File: config.mk
export PLATFORM = sky130hd
export DESIGN_NAME = stage_mem
export DESIGN_NICKNAME = d
export VERILOG_FILES = /design/src/rtl/stage_mem_pkg.sv /design/src/rtl/stage_mem_load_ext.sv /design/src/rtl/stage_mem.sv
export SDC_FILE = /design/constraint.sdc
export NUM_CORES = 1
export LEC_CHECK = 0
export ABC_AREA = 1
export CORE_UTILIZATION = 61
export DETAILED_ROUTE_END_ITERATION = 8
export DONT_BUFFER_PORTS = 1
export PLACE_DENSITY = 0.77
export SYNTH_ARGS = -nofsm -noshare
export SYNTH_HDL_FRONTEND = slang
export SYNTH_SLANG_ARGS = --single-unit
File: constraint.sdc
create_clock -name clk -period 2 [get_ports clk]
set_clock_uncertainty 0.15 [all_clocks]
set_input_delay 0.2 -clock clk [delete_from_list [all_inputs] [get_ports clk]]
set_output_delay 0.2 -clock clk [all_outputs]
set_load 0.02 [all_outputs]
File: src/rtl/stage_mem_pkg.sv
// Shared types and constants for the memory stage: register widths,
// access-length codes and the byte-transfer state machine encoding.
package stage_mem_pkg;

    localparam int unsigned REG_W      = 32;
    localparam int unsigned REG_ADDR_W = 5;
    localparam int unsigned LEN_W      = 3;

    localparam logic [LEN_W-1:0] MEM_LEN_B = 3'd1;
    localparam logic [LEN_W-1:0] MEM_LEN_H = 3'd2;
    localparam logic [LEN_W-1:0] MEM_LEN_W = 3'd4;

    typedef enum logic [1:0] {
        MEM_ST_IDLE,
        MEM_ST_XFER,
        MEM_ST_WAIT,
        MEM_ST_DONE
    } mem_state_t;

    // Any length code other than byte or half is handled as a full word.
    function automatic logic [LEN_W-1:0] eff_len(input logic [LEN_W-1:0] len);
        return (len == MEM_LEN_B || len == MEM_LEN_H) ? len : MEM_LEN_W;
    endfunction

endpackage

File: src/rtl/stage_mem_load_ext.sv
// Load result extension: zero/sign-extends the assembled load bytes
// to the register width according to the access length.
module mem_load_ext
    import stage_mem_pkg::*;
(
    input  logic [REG_W-1:0] buf_data,
    input  logic [LEN_W-1:0] mem_length,
    input  logic             mem_signed,
    output logic [REG_W-1:0] ext_data
);

    always_comb begin
        case (eff_len(mem_length))
            MEM_LEN_B: ext_data = {{24{mem_signed & buf_data[7]}},  buf_data[7:0]};
            MEM_LEN_H: ext_data = {{16{mem_signed & buf_data[15]}}, buf_data[15:0]};
            default:   ext_data = buf_data;
        endcase
    end

endmodule

File: src/rtl/stage_mem.sv
// Memory stage: serialises loads/stores into byte transfers on an 8-bit
// RAM port, assembles load data and forwards the register write to WB.
module stage_mem
    import stage_mem_pkg::*;
#(
    parameter int unsigned ADDR_W  = 32,
    parameter int unsigned MAX_LEN = 4
) (
    input  logic                  clk,
    input  logic                  reset,
    input  logic                  write_i,
    input  logic [REG_ADDR_W-1:0] regw_addr_i,
    input  logic [REG_W-1:0]      regw_data_i,
    input  logic                  load,
    input  logic                  store,
    input  logic [LEN_W-1:0]      mem_length,
    input  logic                  mem_signed,
    input  logic [REG_W-1:0]      mem_write_data,
    output logic                  stall_mem,
    output logic                  write_o,
    output logic [REG_ADDR_W-1:0] regw_addr_o,
    output logic [REG_W-1:0]      regw_data_o,
    output logic                  ram_req,
    output logic                  ram_we,
    output logic [ADDR_W-1:0]     ram_addr,
    output logic [7:0]            ram_wdata,
    input  logic                  ram_grant,
    input  logic [7:0]            ram_rdata
);

    localparam int unsigned IDX_W = $clog2(MAX_LEN);
    localparam int unsigned CNT_W = IDX_W + 1;

    mem_state_t         state;
    logic [CNT_W-1:0]   cnt;
    logic [REG_W-1:0]   asm_buf;
    logic               rd_pend;
    logic [IDX_W-1:0]   rd_idx;

    logic               access;
    logic               is_load;
    logic               last;
    logic [LEN_W-1:0]   len_eff;
    logic [IDX_W-1:0]   idx;
    logic [REG_W-1:0]   load_data;

    assign access  = load | store;
    assign is_load = load;
    assign len_eff = eff_len(mem_length);
    assign last    = (cnt == CNT_W'(len_eff - 3'd1));
    assign idx     = cnt[IDX_W-1:0];

    mem_load_ext u_load_ext (
        .buf_data   (asm_buf),
        .mem_length (mem_length),
        .mem_signed (mem_signed),
        .ext_data   (load_data)
    );

    always_ff @(posedge clk) begin
        if (!reset) begin
            state   <= MEM_ST_IDLE;
            cnt     <= '0;
            asm_buf <= '0;
            rd_pend <= 1'b0;
            rd_idx  <= '0;
        end else begin
            // Read data arrives one cycle after its grant; rd_idx keeps its byte lane.
            rd_pend <= 1'b0;
            if (rd_pend)
                asm_buf[8*rd_idx +: 8] <= ram_rdata;

            case (state)
                MEM_ST_IDLE, MEM_ST_XFER: begin
                    if (access) begin
                        if (ram_grant) begin
                            cnt     <= cnt + CNT_W'(1);
                            rd_pend <= is_load;
                            rd_idx  <= idx;
                            if (last)
                                state <= is_load ? MEM_ST_WAIT : MEM_ST_DONE;
                            else
                                state <= MEM_ST_XFER;
                        end
                    end else begin
                        state <= MEM_ST_IDLE;
                        cnt   <= '0;
                    end
                end
                MEM_ST_WAIT: state <= MEM_ST_DONE;
                MEM_ST_DONE: begin
                    cnt   <= '0;
                    state <= MEM_ST_IDLE;
                end
                default: state <= MEM_ST_IDLE;
            endcase
        end
    end

    always_comb begin
        stall_mem   = 1'b0;
        write_o     = 1'b0;
        regw_addr_o = '0;
        regw_data_o = '0;
        ram_req     = 1'b0;
        ram_we      = 1'b0;
        ram_addr    = '0;
        ram_wdata   = '0;
        if (reset) begin
            if (!access) begin
                write_o     = write_i;
                regw_addr_o = regw_addr_i;
                regw_data_o = regw_data_i;
            end else begin
                regw_addr_o = regw_addr_i;
                case (state)
                    MEM_ST_IDLE, MEM_ST_XFER: begin
                        stall_mem = 1'b1;
                        ram_req   = 1'b1;
                        ram_we    = store & ~load;
                        ram_addr  = ADDR_W'(regw_data_i) + ADDR_W'(cnt);
                        ram_wdata = mem_write_data[8*idx +: 8];
                    end
                    MEM_ST_WAIT: stall_mem = 1'b1;
                    MEM_ST_DONE: begin
                        write_o     = write_i;
                        regw_data_o = is_load ? load_data : regw_data_i;
                    end
                    default: stall_mem = 1'b1;
                endcase
            end
        end
    end

endmodule
==> results of run 1 <==
-- per-stage QoR --
step,worst slack (ps),hold slack (ps)
global placement,-48.06,198.9
floorplan,-21.16,193.3
CTS,-322.6,82.17
detailed placement,-99.43,201.6
-- what timing repair did --
| item | CTS |
|---|---|
| hold endpoints to repair | 19 |
| hold buffers | 11 |
| setup buffers | 15 |
| cloned | 1 |
| gates resized for setup | 87 |
| setup endpoints to repair | 54 |
| pin swaps | 36 |
-- synth_stat cells (all sizes together) (8+ instances only) --
master and number:
a21oi 75, a211oi 8, nand3 31, a22oi 16
nand2 188, o21ai 52, nand4 9, o211ai 15
ha 10, dfxtp 40, nor2 166, buf 12
nor3 10, inv 89, clkbuf 18
-- per-layer routing --
metal,track usage (%),overflow
met5,3.497,0
met1,72.78,0
met3,47.69,0
met2,93.57,6
met4,67.49,12
-- kinds of logic after synthesis --
| group | after synthesis |
|---|---|
| flip-flops | 40 |
| buffers and inverters | 122 |
| AO/OA/AOI/OAI | 171 |
| adder cells (fa/ha/maj) | 11 |
| XOR/XNOR | 2 |
| AND/OR/NAND/NOR | 411 |
==> impl_metrics.env, run 1 <==
export IMPL_ys_flop_type="dfxtp_1"
export IMPL_grt_max_degree=43
export IMPL_die_w_um=84.61
export IMPL_port_buffers=0
export IMPL_grtUsageTotal_pct=70.55
export IMPL_synth_simple_area_share_pct=41.72
export IMPL_yosysTopAreaCell="dfxtp_1"
export IMPL_dp_hpwl_um=11060
export IMPL_yosysTopAreaCellShare_pct=19.24
export IMPL_ys_types=39
export IMPL_cts_path_max_buffers=2
export IMPL_synthMuxAreaShare_pct=0
export IMPL_initial_utilization_pct=64.45
export IMPL_failing_step="global routing"
export IMPL_yosys_top_cells_area="dfxtp_1 (19%), nand2_1 (17%), nor2_1 (15%)"
export IMPL_synth_warnings=0
export IMPL_root_buffer="clkbuf_8"
export IMPL_worst_endpoint="ram_addr[22]"
export IMPL_synth_edf_count=0
export IMPL_io_pins=168
export IMPL_synth_top_family_by_area="simple AND/OR/NAND/NOR gates"
export IMPL_synth_seq_cells=40
export IMPL_cts_htree_levels=2
export IMPL_synth_seq_area_share_pct=19.24
export IMPL_synth_fa_ha_area_share_pct=3.487
export IMPL_synth_xor_area_share_pct=0.4208
export IMPL_synth_area_um2=4163
export IMPL_placed_area_um2=4853
export IMPL_worst_endpoint_kind="primary output"
export IMPL_cts_buffers=5
export IMPL_gp_congestion=0.9683
export IMPL_status="did not finish"
export IMPL_firstError="[ERROR GRT-0232] Routing congestion too high. Check the congestion heatmap in the GUI."
export IMPL_dp_cells=895
export IMPL_syn_nets=855
export IMPL_synth_area_per_cell_um2=5.499
export IMPL_postSynth_asyncResetShare_pct=0
export IMPL_die_h_um=84.61
export IMPL_clock_sinks=40
export IMPL_synth_compound_area_share_pct=23.62
export IMPL_grt_overflow_total=18
export IMPL_row_count=29
export IMPL_synth_cells=757
==> inputs of run 2 (changes only) <==
--- a/config.mk
+++ b/config.mk
@@ -6,10 +6,10 @@
 export NUM_CORES = 1
 export LEC_CHECK = 0
 export ABC_AREA = 1
-export CORE_UTILIZATION = 61
+export CORE_UTILIZATION = 40
 export DETAILED_ROUTE_END_ITERATION = 8
 export DONT_BUFFER_PORTS = 1
-export PLACE_DENSITY = 0.77
+export PLACE_DENSITY_LB_ADDON = 0.15
 export SYNTH_ARGS = -nofsm -noshare
 export SYNTH_HDL_FRONTEND = slang
 export SYNTH_SLANG_ARGS = --single-unit
==> impl_metrics.env, run 2 <==
export IMPL_ir_drop_mv=0.2643
export IMPL_max_freq_ghz=0.4181
export IMPL_dr_pass1_iters=5
export IMPL_wire_per_inst_um=16.23
export IMPL_final_cell_mix="nand2_1 (145), nor2_1 (132), buf_4 (90), inv_1 (76), o21ai_0 (42)"
export IMPL_crit_arrival_ps=2040
export IMPL_grtUsageMet1_pct=34.92
export IMPL_die_w_um=104.0
export IMPL_tightestPinTransition_ps=662.8
export IMPL_grt_max_degree=43
export IMPL_ys_types=39
export IMPL_path_max_fanout=6
export IMPL_cts_buffers=5
export IMPL_vias=5474
export IMPL_leakage_nw=2.560
export IMPL_hold_viol_final=0
export IMPL_hp_class="in2reg"
export IMPL_placed_area_um2=4979
export IMPL_synth_seq_area_share_pct=19.24
export IMPL_grt_pass1_vias=5070
export IMPL_min_period_ps=2392
export IMPL_antenna_cells=0
export IMPL_synth_edf_count=0
export IMPL_grtUsageMet2_pct=48.67
export IMPL_grt_antenna_before_repair=0
export IMPL_cts_htree_levels=2
export IMPL_cp_end_kind="output port"
export IMPL_row_count=36
export IMPL_use_met3_pct=5.326
export IMPL_io_pins=168
export IMPL_routed_wirelength_um=16180
export IMPL_violations="setup timing"
export IMPL_postSynth_asyncResetShare_pct=0
export IMPL_slew_violations=0
export IMPL_grtUsageTotal_pct=28.13
export IMPL_synth_area_per_cell_um2=5.499
export IMPL_clk_latency_ps=300
export IMPL_status="complete, but fails checks"
export IMPL_holdWs_ps=79.80
export IMPL_cts_path_max_buffers=2
export IMPL_clk_pin_slew_ps=80
export IMPL_antenna_left=0
export IMPL_cts_tree="built"
export IMPL_path_class="reg2out"
export IMPL_routed_via_density=5.490
export IMPL_synth_cells=757
export IMPL_drive_gt1_share_pct=34.72
export IMPL_fin_nets=961
export IMPL_dieArea_um2=10820
export IMPL_core_area_um2=9910
export IMPL_ys_flop_type="dfxtp_1"
export IMPL_setup_violations=46
export IMPL_initial_utilization_pct=42.01
export IMPL_grt_overflow_total=0
export IMPL_die_h_um=104.0
export IMPL_synth_seq_cells=40
export IMPL_syn_to_final_growth_pct=46.68
export IMPL_synth_area_um2=4163
export IMPL_fin_ws_ps=-391.5
export IMPL_p_per_area_nw_per_um2=402.6
export IMPL_finalCritPeriodShare_pct=119.6
export IMPL_pre_cts_ws_ps=-122.7
export IMPL_first_iter_violations=292
export IMPL_largest_reg_flops=32
export IMPL_regMostFlops="asm_buf"
export IMPL_synth_warnings=0
export IMPL_final_area_um2=6106
export IMPL_dp_hpwl_um=11970
export IMPL_fin_tns_setup_ps=-10890
export IMPL_startpoint_type="register"
export IMPL_grt_most_used_layer="met2"
export IMPL_dp_cells=960
export IMPL_final_common_cell="nand2_1"
export IMPL_syn_nets=855
export IMPL_relSlewSlack_pct=55.77
export IMPL_synth_most_common_cell="nand2_1"
export IMPL_grt_pass1_wl_um=24850
export IMPL_layoutNonFillerInstCount=997
export IMPL_reg_top3="asm_buf (32), cnt (3)"
export IMPL_root_buffer="clkbuf_8"
export IMPL_yosys_top_cells_area="dfxtp_1 (19%), nand2_1 (17%), nor2_1 (15%)"
export IMPL_synthTopCellsByCount="nand2_1 (185), nor2_1 (161), inv_1 (85), a21oi_1 (74), o21ai_0 (51)"
export IMPL_power_mw=2.459
export IMPL_yosysTopAreaCell="dfxtp_1"
export IMPL_max_cap_violations=0
export IMPL_worstPathRequired_ps=1650
export IMPL_rsz0062_at_grt="true"
export IMPL_final_util_pct=61.62
export IMPL_gp_congestion=0.9425
export IMPL_clock_sinks=40
export IMPL_yosysTopAreaCellShare_pct=19.24
export IMPL_drc=0
export IMPL_port_buffers=0
==> run 2: cell counts after synthesis <==
Identical to the previous run, type by type.
==> run 2: critical path, stage by stage (launching register included) <==
cell     delay [ps]
dfxtp_2         340
ha_4            160
fa_2            350
nand2_2         100
a21oi_4          60
buf_12          150
buf_6           110
buf_6           120
nand2_4          60
o21ai_2          50
a21oi_2         100
buf_4           150
==> run 2: cells by family (layout without fill, tap and decap cells) <==
kind of cell | after synthesis | in the layout | synth area share (%)
buffers and inverters | 122 | 229 | 11.51
XOR/XNOR | 2 | 2 | 0.4209
AND/OR/NAND/NOR | 411 | 411 | 41.72
adder cells (fa/ha/maj) | 11 | 11 | 3.487
flip-flops | 40 | 40 | 19.24
AO/OA/AOI/OAI | 171 | 171 | 23.63
==> run 2: per-layer routing <==
| metal | vias up | part of all wire [%] |
|---|---|---|
| li1 | 2675 | - |
| met1 | 2539 | 42 |
| met2 | 226 | 49 |
| met3 | 34 | 6.1 |
| met4 | 0 | 2.3 |
| met5 | - | 0 |
==> run 2: layout make-up <==
| class | instances | area (um^2) |
|---|---|---|
| clock buffer | 5 | 68.82 |
| timing repair inverter | 1 | 7.507 |
| timing repair buffer | 128 | 1114 |
| inverter | 92 | 359.1 |
| tap | 133 | 166.4 |
| fill | 926 | 3804 |
| multi-input combinational | 595 | 3537 |
| clock inverter | 3 | 46.29 |
| sequential | 40 | 807.0 |
==> run 2: report_power, final <==
group          total (mW)  switching (mW)  leakage, nW  internal, mW
logic               0.943           0.587         2.18         0.356
clock network       0.690           0.314       0.0548         0.376
registers           0.825          0.0135        0.325         0.811
==> run 2: repair_timing <==
action / in CTS / in global routing
resized for setup: 118 / 97
pin swaps: 47 / 54
endpoints found under the hold margin: 19 / 0
gates cloned: 2 / 0
endpoints found under the setup margin: 66 / 85
buffers inserted: 11 / 7
hold buffers: 11 / 0
==> run 2: final timing paths <==
path / startpoint / to / slack [ps] / cells after the start
setup / recovery: cnt[0] / ram_addr[8] / -390 / 11
setup reg to reg: rd_idx[1] / asm_buf[1] / 170 / 5
hold / removal: ram_rdata[3] / asm_buf[27] / 80 / 4
hold reg to reg: asm_buf[16] / asm_buf[16] / 320 / 2
No activity file was read; power rests on OpenSTA's default activity.
